<file path="src/rtl/ky32_irq_pkg.sv">
// Shared widths and FSM encodings for the KY32 interrupt controller.
package ky32_irq_pkg;
    localparam int NSRC  = 8;
    localparam int VEC_W = 3;

    typedef enum logic [1:0] {
        ST_IDLE = 2'd0,
        ST_REQ  = 2'd1,
        ST_SVC  = 2'd2
    } state_t;
endpackage

</file>
<file path="src/rtl/KY32_encoder8x3.sv">
// 8->3 priority encoder, bit 7 highest; g flags a valid winner when enabled.
// Purely combinational, zero latency.
module KY32_encoder8x3 (
    input  logic [7:0] d,
    input  logic       ena,
    output logic [2:0] n,
    output logic       g
);
    always_comb begin
        n = 3'd0;
        for (int i = 0; i < 8; i++) begin
            if (d[i]) n = 3'(i);
        end
        g = ena & (|d);
    end
endmodule

</file>
<file path="src/rtl/ky32_irq_sync.sv">
// Multi-flop synchroniser for the raw IRQ lines, cleared by synchronous reset.
// Latency: STAGES clock edges from din to dout.
module ky32_irq_sync
    import ky32_irq_pkg::*;
#(
    parameter int STAGES = 2
) (
    input  logic            clk,
    input  logic            rst,
    input  logic [NSRC-1:0] din,
    output logic [NSRC-1:0] dout
);
    logic [STAGES-1:0][NSRC-1:0] chain;

    always_ff @(posedge clk) begin
        if (rst) begin
            chain <= '0;
        end else begin
            chain <= {chain[STAGES-2:0], din};
        end
    end

    assign dout = chain[STAGES-1];
endmodule

</file>
<file path="src/rtl/ky32_irq_ctrl.sv">
// Eight-source interrupt controller: sync, edge/level latch, mask, encode, req/ack/eoi handshake.
// Latency: irq_in rise to irq_req is SYNC_STAGES+2 edges; one source in service at a time.
module ky32_irq_ctrl
    import ky32_irq_pkg::*;
#(
    parameter int              SYNC_STAGES = 2,
    parameter logic [NSRC-1:0] EDGE_MASK   = 8'h00
) (
    input  logic             clk,
    input  logic             rst,
    input  logic [NSRC-1:0]  irq_in,
    input  logic             mask_we,
    input  logic [NSRC-1:0]  mask_wd,
    output logic [NSRC-1:0]  mask_q,
    output logic [NSRC-1:0]  pend_q,
    output logic             irq_req,
    output logic [VEC_W-1:0] irq_vec,
    input  logic             irq_ack,
    input  logic             irq_eoi
);
    logic [NSRC-1:0]  s;
    logic [NSRC-1:0]  prev;
    logic [NSRC-1:0]  rise;
    logic [NSRC-1:0]  clr;
    logic [NSRC-1:0]  pend_d;
    logic [NSRC-1:0]  masked;
    logic [VEC_W-1:0] vec_r;
    logic [VEC_W-1:0] vec_d;
    logic [VEC_W-1:0] enc_n;
    logic             enc_g;
    state_t           state;
    state_t           state_d;

    ky32_irq_sync #(.STAGES(SYNC_STAGES)) u_sync (
        .clk  (clk),
        .rst  (rst),
        .din  (irq_in),
        .dout (s)
    );

    assign rise   = s & ~prev;
    assign masked = pend_q & mask_q;

    // Encoder only arbitrates in IDLE so the vector cannot change under the core.
    KY32_encoder8x3 u_enc (
        .d   (masked),
        .ena (state == ST_IDLE),
        .n   (enc_n),
        .g   (enc_g)
    );

    always_comb begin
        state_d = state;
        vec_d   = vec_r;
        clr     = '0;
        case (state)
            ST_IDLE: begin
                if (enc_g) begin
                    state_d = ST_REQ;
                    vec_d   = enc_n;
                end
            end
            ST_REQ: begin
                if (irq_ack) begin
                    state_d    = ST_SVC;
                    clr[vec_r] = EDGE_MASK[vec_r];
                end else if (!masked[vec_r]) begin
                    // Request withdrawn: level dropped or source masked before ack.
                    state_d = ST_IDLE;
                end
            end
            ST_SVC: begin
                if (irq_eoi) state_d = ST_IDLE;
            end
            default: state_d = ST_IDLE;
        endcase
    end

    // Edge bits hold until acked (a coincident new edge wins); level bits track s.
    assign pend_d = (EDGE_MASK & (rise | (pend_q & ~clr))) | (~EDGE_MASK & s);

    always_ff @(posedge clk) begin
        if (rst) begin
            prev   <= '0;
            pend_q <= '0;
            mask_q <= '0;
            state  <= ST_IDLE;
            vec_r  <= '0;
        end else begin
            prev   <= s;
            pend_q <= pend_d;
            if (mask_we) mask_q <= mask_wd;
            state  <= state_d;
            vec_r  <= vec_d;
        end
    end

    assign irq_req = (state == ST_REQ);
    assign irq_vec = vec_r;
endmodule

</file>
<file path="config.mk">
export PLATFORM = sky130hd
export DESIGN_NAME = ky32_irq_ctrl
export DESIGN_NICKNAME = d
export VERILOG_FILES = /design/src/rtl/ky32_irq_pkg.sv /design/src/rtl/KY32_encoder8x3.sv /design/src/rtl/ky32_irq_sync.sv /design/src/rtl/ky32_irq_ctrl.sv
export SDC_FILE = /design/constraint.sdc
export NUM_CORES = 1
export LEC_CHECK = 0
export ABC_CLOCK_PERIOD_IN_PS = 1600
export BUFFER_PORTS_ARGS = -buffer_cell sky130_fd_sc_hd__buf_2
export CORE_MARGIN = 1
export CORE_UTILIZATION = 40
export CTS_BUF_LIST = sky130_fd_sc_hd__clkbuf_16
export DETAILED_ROUTE_END_ITERATION = 10
export PLACE_DENSITY_LB_ADDON = 0.15
export SLEW_MARGIN = 20
export SYNTH_ARGS = -nofsm -noshare
export SYNTH_HDL_FRONTEND = slang
export SYNTH_SLANG_ARGS = --single-unit
</file>
<file path="constraint.sdc">
create_clock -name clk -period 1.6 [get_ports clk]
set_input_delay 0.08 -clock clk [delete_from_list [all_inputs] [get_ports clk]]
set_output_delay 0.08 -clock clk [all_outputs]
set_load 0.01 [all_outputs]
</file>
==> flow_metrics.py, run 1 <==
metrics = {
    "status": {
        "outcome": "complete, no violations",
    },
    "detailed_routing": {
        "vias": 1006,
        "drc": 0,
        "ant_nets": 0,
        "dr.pass1.iters": 4,
        "wirelength_mm": 2.55,
        "drtIter0Drc": 46,
        "wl_met2_mm": 1.30,
        "wl_met1_mm": 1.03,
        "drt-vias-per-instance": 4.77,
        "wl_met3_um": 153,
        "highest_layer": "met4",
        "wire_per_inst_um": 12.1,
    },
    "place": {
        "portBuffers": 40,
        "dpl_cell_area_um2": 1560,
        "hpwl_mm": 1.83,
        "gp_congestion": 0.868,
    },
    "grt": {
        "grt_use_total": 0.163,
        "grt_max_degree": 23,
        "antenna_found_initial": 0,
        "grt-ovfl-total": 0,
        "grt_pass1_vias": 986,
        "grt_pass1_wl_mm": 4.06,
    },
    "die": {
        "core_area_um2": 3080,
        "io_pins": 41,
        "die_w_um": 59.3,
        "die_h_um": 59.3,
        "die_area_um2": 3520,
        "rows": 20,
        "start_util": 0.427,
    },
    "critical_path": {
        "r2r_end": "irq_vec[0]",
        "critPathTopFamily": "compound AO/OA/AOI/OAI gates",
        "crit_fanout": 5,
        "cpPeakStageDelay_ns": 0.47,
        "cp.required_ns": 1.79,
        "crit_chain": "a22o_1 > o41ai_4 > a221oi_1 > a211oi_2",
        "path_class": "flop to flop",
        "r2r_slack_ns": 0.08,
        "crit_buf_inv": 0,
        "r2r-start": "mask_q[1]",
        "cp.arrival_ns": 1.71,
        "slowest_stage": "o41ai_4",
        "critPathCaptureType": "flop",
        "startpoint_type": "flop",
        "reg2reg_depth": 4,
    },
    "pwr": {
        "p_leak_nw": 0.759,
        "fin_total_pwr_mw": 2.06,
        "p_per_area_nw_per_um2": 1200,
        "peakVddDrop_mv": 0.771,
    },
    "layout": {
        "final_layout_size_suffix_gt1_frac": 0.335,
        "syn2layout_area_growth_pct": 30.0,
        "diodes": 0,
        "layout.nets": 187,
        "utilization": 0.555,
        "fin_area_um2": 1710,
    },
    "sta": {
        "timing.final.crit_share": 0.951,
        "fmax_ghz": 0.657,
        "drv_slew": 0,
        "slew-limit-headroom": 0.733,
        "whs_ns": 0.00831,
        "min_period_ns": 1.52,
        "finalHoldViolCount": 0,
        "finClkSkew_ns": 0.00323,
        "worstMarginPinSlew_ns": 0.400,
        "setup_violations": 0,
        "fin_tns_setup_ns": 0,
        "rsz0062_at_grt": "no",
    },
    "synth": {
        "synth_cells": 122,
        "yosysSeqAreaShare": 0.564,
        "syn_area_per_cell_um2": 10.8,
        "syn_nets": 143,
        "yosys_warnings": 0,
        "ys_types": 26,
        "yosys_register_bits": 37,
        "synthesis.area_um2": 1310,
    },
    "cts": {
        "htreeDepth": 2,
        "root_buffer": "clkbuf_16",
        "clk_pin_slew_ns": 0.05,
        "cts.sinks": 37,
        "tritoncts": "built",
        "cts_inserted_buffers": 5,
        "postCtsHoldBufs": 0,
        "insertion_delay_ns": 0.28,
        "cts_buffer_depth": 2,
    },
    "run": {
        "drv_cap": 0,
    },
    "min_path": {
        "hp-start": "irq_in[4]",
        "hold_depth": 2,
        "hold_class": "primary input to flop",
        "hold_path_end": "u_sync.chain[4]",
    },
}
## worst register-to-register path: stages (launching register included)
cell,delay [ns]
dfxtp_1,0.35
a22o_1,0.27
o41ai_4,0.47
a221oi_1,0.12
a211oi_2,0.23
## per-stage QoR
| step | setup WS [ns] | std cells |
|---|---|---|
| after floorplan | 0.155 | 122 |
| after global placement | 0.141 | 202 |
| after detailed placement | 0.0658 | 202 |
| after CTS | 0.0419 | 210 |
| after global routing | 0.0219 | 211 |
| final | 0.0786 | 211 |
## final cells by class
type                       instances  area (µm²)
clock buffer                       5         125
fill                             292        1370
sequential                        37         741
timing repair buffer              42         215
multi-input combinational         76         539
inverter                           4        15.0
clock inverter                     3        17.5
tap                               44        55.1
## where the power goes
group          internal (mW)  switching [mW]
Clock                  0.569           0.348
Combinational         0.0743          0.0687
Sequential             0.964          0.0319
## flip-flops by register name, indices dropped and copies added, names as in the netlist
signal	flops
irq_vec	3
mask_q	8
pend_q	8
state	2
u_sync.chain	8
u_sync.dout	8
## layout by cell type, fill, tap and decap left out, types with 2 or more instances in the layout
| cell type | instances |
|---|---|
| nand2_1 | 5 |
| a22o_1 | 4 |
| o2111ai_1 | 3 |
| dfxtp_1 | 37 |
| nand3_1 | 3 |
| inv_1 | 4 |
| mux2i_1 | 8 |
| clkinv_2 | 2 |
| clkbuf_16 | 5 |
| a21oi_1 | 2 |
| buf_2 | 40 |
| buf_4 | 2 |
| nor2_1 | 10 |
| nand3b_1 | 2 |
| nor2b_1 | 26 |
## worst max-delay path by stage
stage / cells past startpoint / from / to
2_1_floorplan: 4 / pend_q[6] / irq_vec[0]
3_3_place_gp: 4 / mask_q[6] / irq_vec[0]
3_5_place_dp: 4 / pend_q[6] / irq_vec[0]
4_1_cts: 4 / pend_q[6] / irq_vec[0]
5_1_grt: 4 / state[0] / state[0]
6_report: 4 / mask_q[1] / irq_vec[0]
## routing by layer
layer,global-route usage,up-vias
met1,0.155,455
met4,0.102,0
met2,0.294,38
li1,-,506
met5,0,-
met3,0.0611,7
## cell families after synthesis
logic type,Yosys count,share of synthesized area
buffers and inverters,9,0.0257
multiplexers,8,0.0610
AND/OR/NAND/NOR,49,0.207
flip-flops,37,0.564
AO/OA/AOI/OAI,19,0.143
## Yosys cell counts
cell	n	area share
dfxtp_1	37	0.56
or3b_2	1	0.0067
a22o_4	1	0.013
clkbuf_1	3	0.0086
mux2i_1	8	0.061
a211oi_1	1	0.0057
a32oi_1	1	0.0067
o311a_2	1	0.0086
o2111ai_1	3	0.020
o41ai_4	1	0.021
a211oi_2	1	0.0095
nand4_1	1	0.0048
inv_1	4	0.011
nor2b_1	26	0.12
a221oi_1	1	0.0067
a21oi_1	2	0.0076
nor2_1	10	0.029
a22o_1	4	0.027
nand3_1	3	0.011
nand3b_1	2	0.011
o21ai_0	1	0.0038
a41oi_1	1	0.0067
nand2_1	5	0.014
buf_1	2	0.0057
a31o_2	1	0.0067
nor3b_1	1	0.0057
## what timing repair did
item                                    in CTS  in global routing
endpoints found under the setup margin       0                  1
buffers inserted                             0                  1
gates resized for setup                      0                  0
Power figures use the tool's default switching activity.
==> run 2: changes to the inputs <==
--- a/config.mk
+++ b/config.mk
@@ -12,6 +12,7 @@
 export CTS_BUF_LIST = sky130_fd_sc_hd__clkbuf_16
 export DETAILED_ROUTE_END_ITERATION = 10
 export PLACE_DENSITY_LB_ADDON = 0.15
+export REMOVE_ABC_BUFFERS = 1
 export SLEW_MARGIN = 20
 export SYNTH_ARGS = -nofsm -noshare
 export SYNTH_HDL_FRONTEND = slang
==> flow_metrics.py, run 2 (synthesis results as in run 1) <==
metrics = {
    "layout": {
        "diodes": 0,
        "final_cell_mix": "buf_2 (40), dfxtp_1 (37), nor2b_1 (26)",
        "final_layout_size_suffix_gt1_frac": 0.325,
        "syn2layout_area_growth_pct": 29.1,
        "layout.nets": 186,
        "fillers": 288,
        "utilization": 0.551,
        "final_common_cell": "buf_2",
    },
    "detailed_routing": {
        "ant_nets": 0,
        "drtIter0Drc": 52,
        "wirelength_mm": 2.59,
        "dr.pass1.iters": 4,
        "drc": 0,
        "wire_per_inst_um": 12.3,
        "drt-vias-per-instance": 4.71,
        "vias": 990,
    },
    "critical_path": {
        "critPathTopFamily": "compound AO/OA/AOI/OAI gates",
        "critPathCaptureType": "flop",
        "cpPeakStageDelay_ns": 0.43,
        "crit_chain": "a22o_1 > o41ai_4 > buf_4 > nand2_1 > a21oi_1",
        "crit_fanout": 4,
        "r2r-start": "pend_q[1]",
        "crit_buf_inv": 1,
        "cp.arrival_ns": 1.70,
        "startpoint_type": "flop",
        "r2r_end": "irq_vec[2]",
        "slowest_stage": "o41ai_4",
        "path_class": "flop to flop",
        "cp.required_ns": 1.80,
        "reg2reg_depth": 5,
        "r2r_slack_ns": 0.11,
    },
    "cts": {
        "postCtsHoldBufs": 0,
        "cts.sinks": 37,
        "cts_setup_buffers": 0,
        "htreeDepth": 2,
        "cts_buffer_depth": 2,
        "root_buffer": "clkbuf_16",
        "cts_resized": 0,
        "tritoncts": "built",
        "insertion_delay_ns": 0.27,
        "clk_pin_slew_ns": 0.05,
        "cts_inserted_buffers": 5,
    },
    "grt": {
        "grt_pass1_wl_mm": 4.11,
        "grt_use_total": 0.167,
        "grt-ovfl-total": 0,
        "grt_pass1_vias": 878,
        "grt_max_degree": 38,
        "antenna_found_initial": 0,
    },
    "pwr": {
        "peakVddDrop_mv": 0.694,
        "combPwrFrac": 0.070,
        "p_leak_nw": 0.759,
        "switching_power_uw": 430,
        "p_sw_frac": 0.212,
        "internal-power_mw": 1.60,
        "fin_total_pwr_mw": 2.03,
        "pwr-share-clk": 0.439,
        "p_per_area_nw_per_um2": 1200,
        "pwr-share-seq": 0.491,
    },
    "min_path": {
        "hp-start": "irq_in[1]",
        "hold_depth": 2,
        "hold_class": "primary input to flop",
        "hold_path_end": "u_sync.chain[1]",
    },
    "sta": {
        "min_period_ns": 1.49,
        "rsz0062_at_grt": "no",
        "finalHoldViolCount": 0,
        "fin_tns_setup_ns": 0,
        "worstMarginPinSlew_ns": 0.638,
        "finClkSkew_ns": 0.00194,
        "drv_slew": 0,
        "whs_ns": 0.0130,
        "timing.final.crit_share": 0.933,
        "slew-limit-headroom": 0.575,
        "setup_violations": 0,
        "setup_ws_ns": 0.107,
        "fmax_ghz": 0.670,
    },
    "place": {
        "gp_congestion": 0.901,
        "hpwl_mm": 1.77,
        "dp_slack_ns": 0.0547,
        "portBuffers": 40,
    },
    "die": {
        "die_w_um": 59.3,
        "start_util": 0.427,
        "core_area_um2": 3080,
        "io_pins": 41,
        "die_h_um": 59.3,
        "die_area_um2": 3520,
        "rows": 20,
    },
    "status": {
        "outcome": "complete, no violations",
    },
    "run": {
        "drv_cap": 0,
    },
}
## run 2: cell types whose count changed in the layout (fill, tap and decap cells not counted), sizes merged
cell,before,now
clkinvlp,1,0
buf,42,41
inv,4,5
## run 2: how the worst max path moves through the flow
stage                    from  slack (ns)          to  cells past startpoint
finish              pend_q[1]        0.11  irq_vec[2]                      5
global route         state[0]        0.05    state[0]                      4
CTS                 mask_q[6]        0.03  irq_vec[0]                      4
detailed placement  mask_q[6]        0.05  irq_vec[0]                      4
global placement    mask_q[6]        0.12  irq_vec[0]                      4
floorplan           pend_q[6]        0.16  irq_vec[0]                      4
## run 2: stage by stage
| step | instances | area (µm²) |
|---|---|---|
| 4_1_cts | 209 | 1690 |
| 5_1_grt | 210 | 1700 |
| 2_1_floorplan | 117 | 1290 |
| 3_3_place_gp | 201 | 1550 |
| 3_5_place_dp | 201 | 1550 |
| 6_report | 210 | 1700 |
## run 2: layer usage
| layer | vias to the layer above | global-route usage | wire length, µm |
|---|---|---|---|
| li1 | 505 | - | - |
| met1 | 446 | 0.198 | 1190 |
| met2 | 35 | 0.250 | 1200 |
| met3 | 4 | 0.0742 | 161 |
| met4 | 0 | 0.0952 | 41 |
| met5 | - | 0 | 0 |
## run 2: cell type report
class | instances | area (µm²) | area share
inverter | 4 | 15.0 | 0.00885
timing repair buffer | 41 | 208 | 0.122
multi-input combinational | 76 | 539 | 0.318
sequential | 37 | 741 | 0.437
tap | 44 | 55.1 | 0.0324
clock buffer | 5 | 125 | 0.0737
clock inverter | 3 | 13.8 | 0.00811
## run 2: power groups by stage
stage          logic, mW  clock network, mW  registers [mW]
6_report           0.142              0.893           0.996
3_5_place_dp       0.141                  0            1.01
2_1_floorplan     0.0598                  0            1.02
3_3_place_gp       0.139                  0            1.01
4_1_cts            0.141              0.924           0.996
5_1_grt            0.156              0.983            1.00
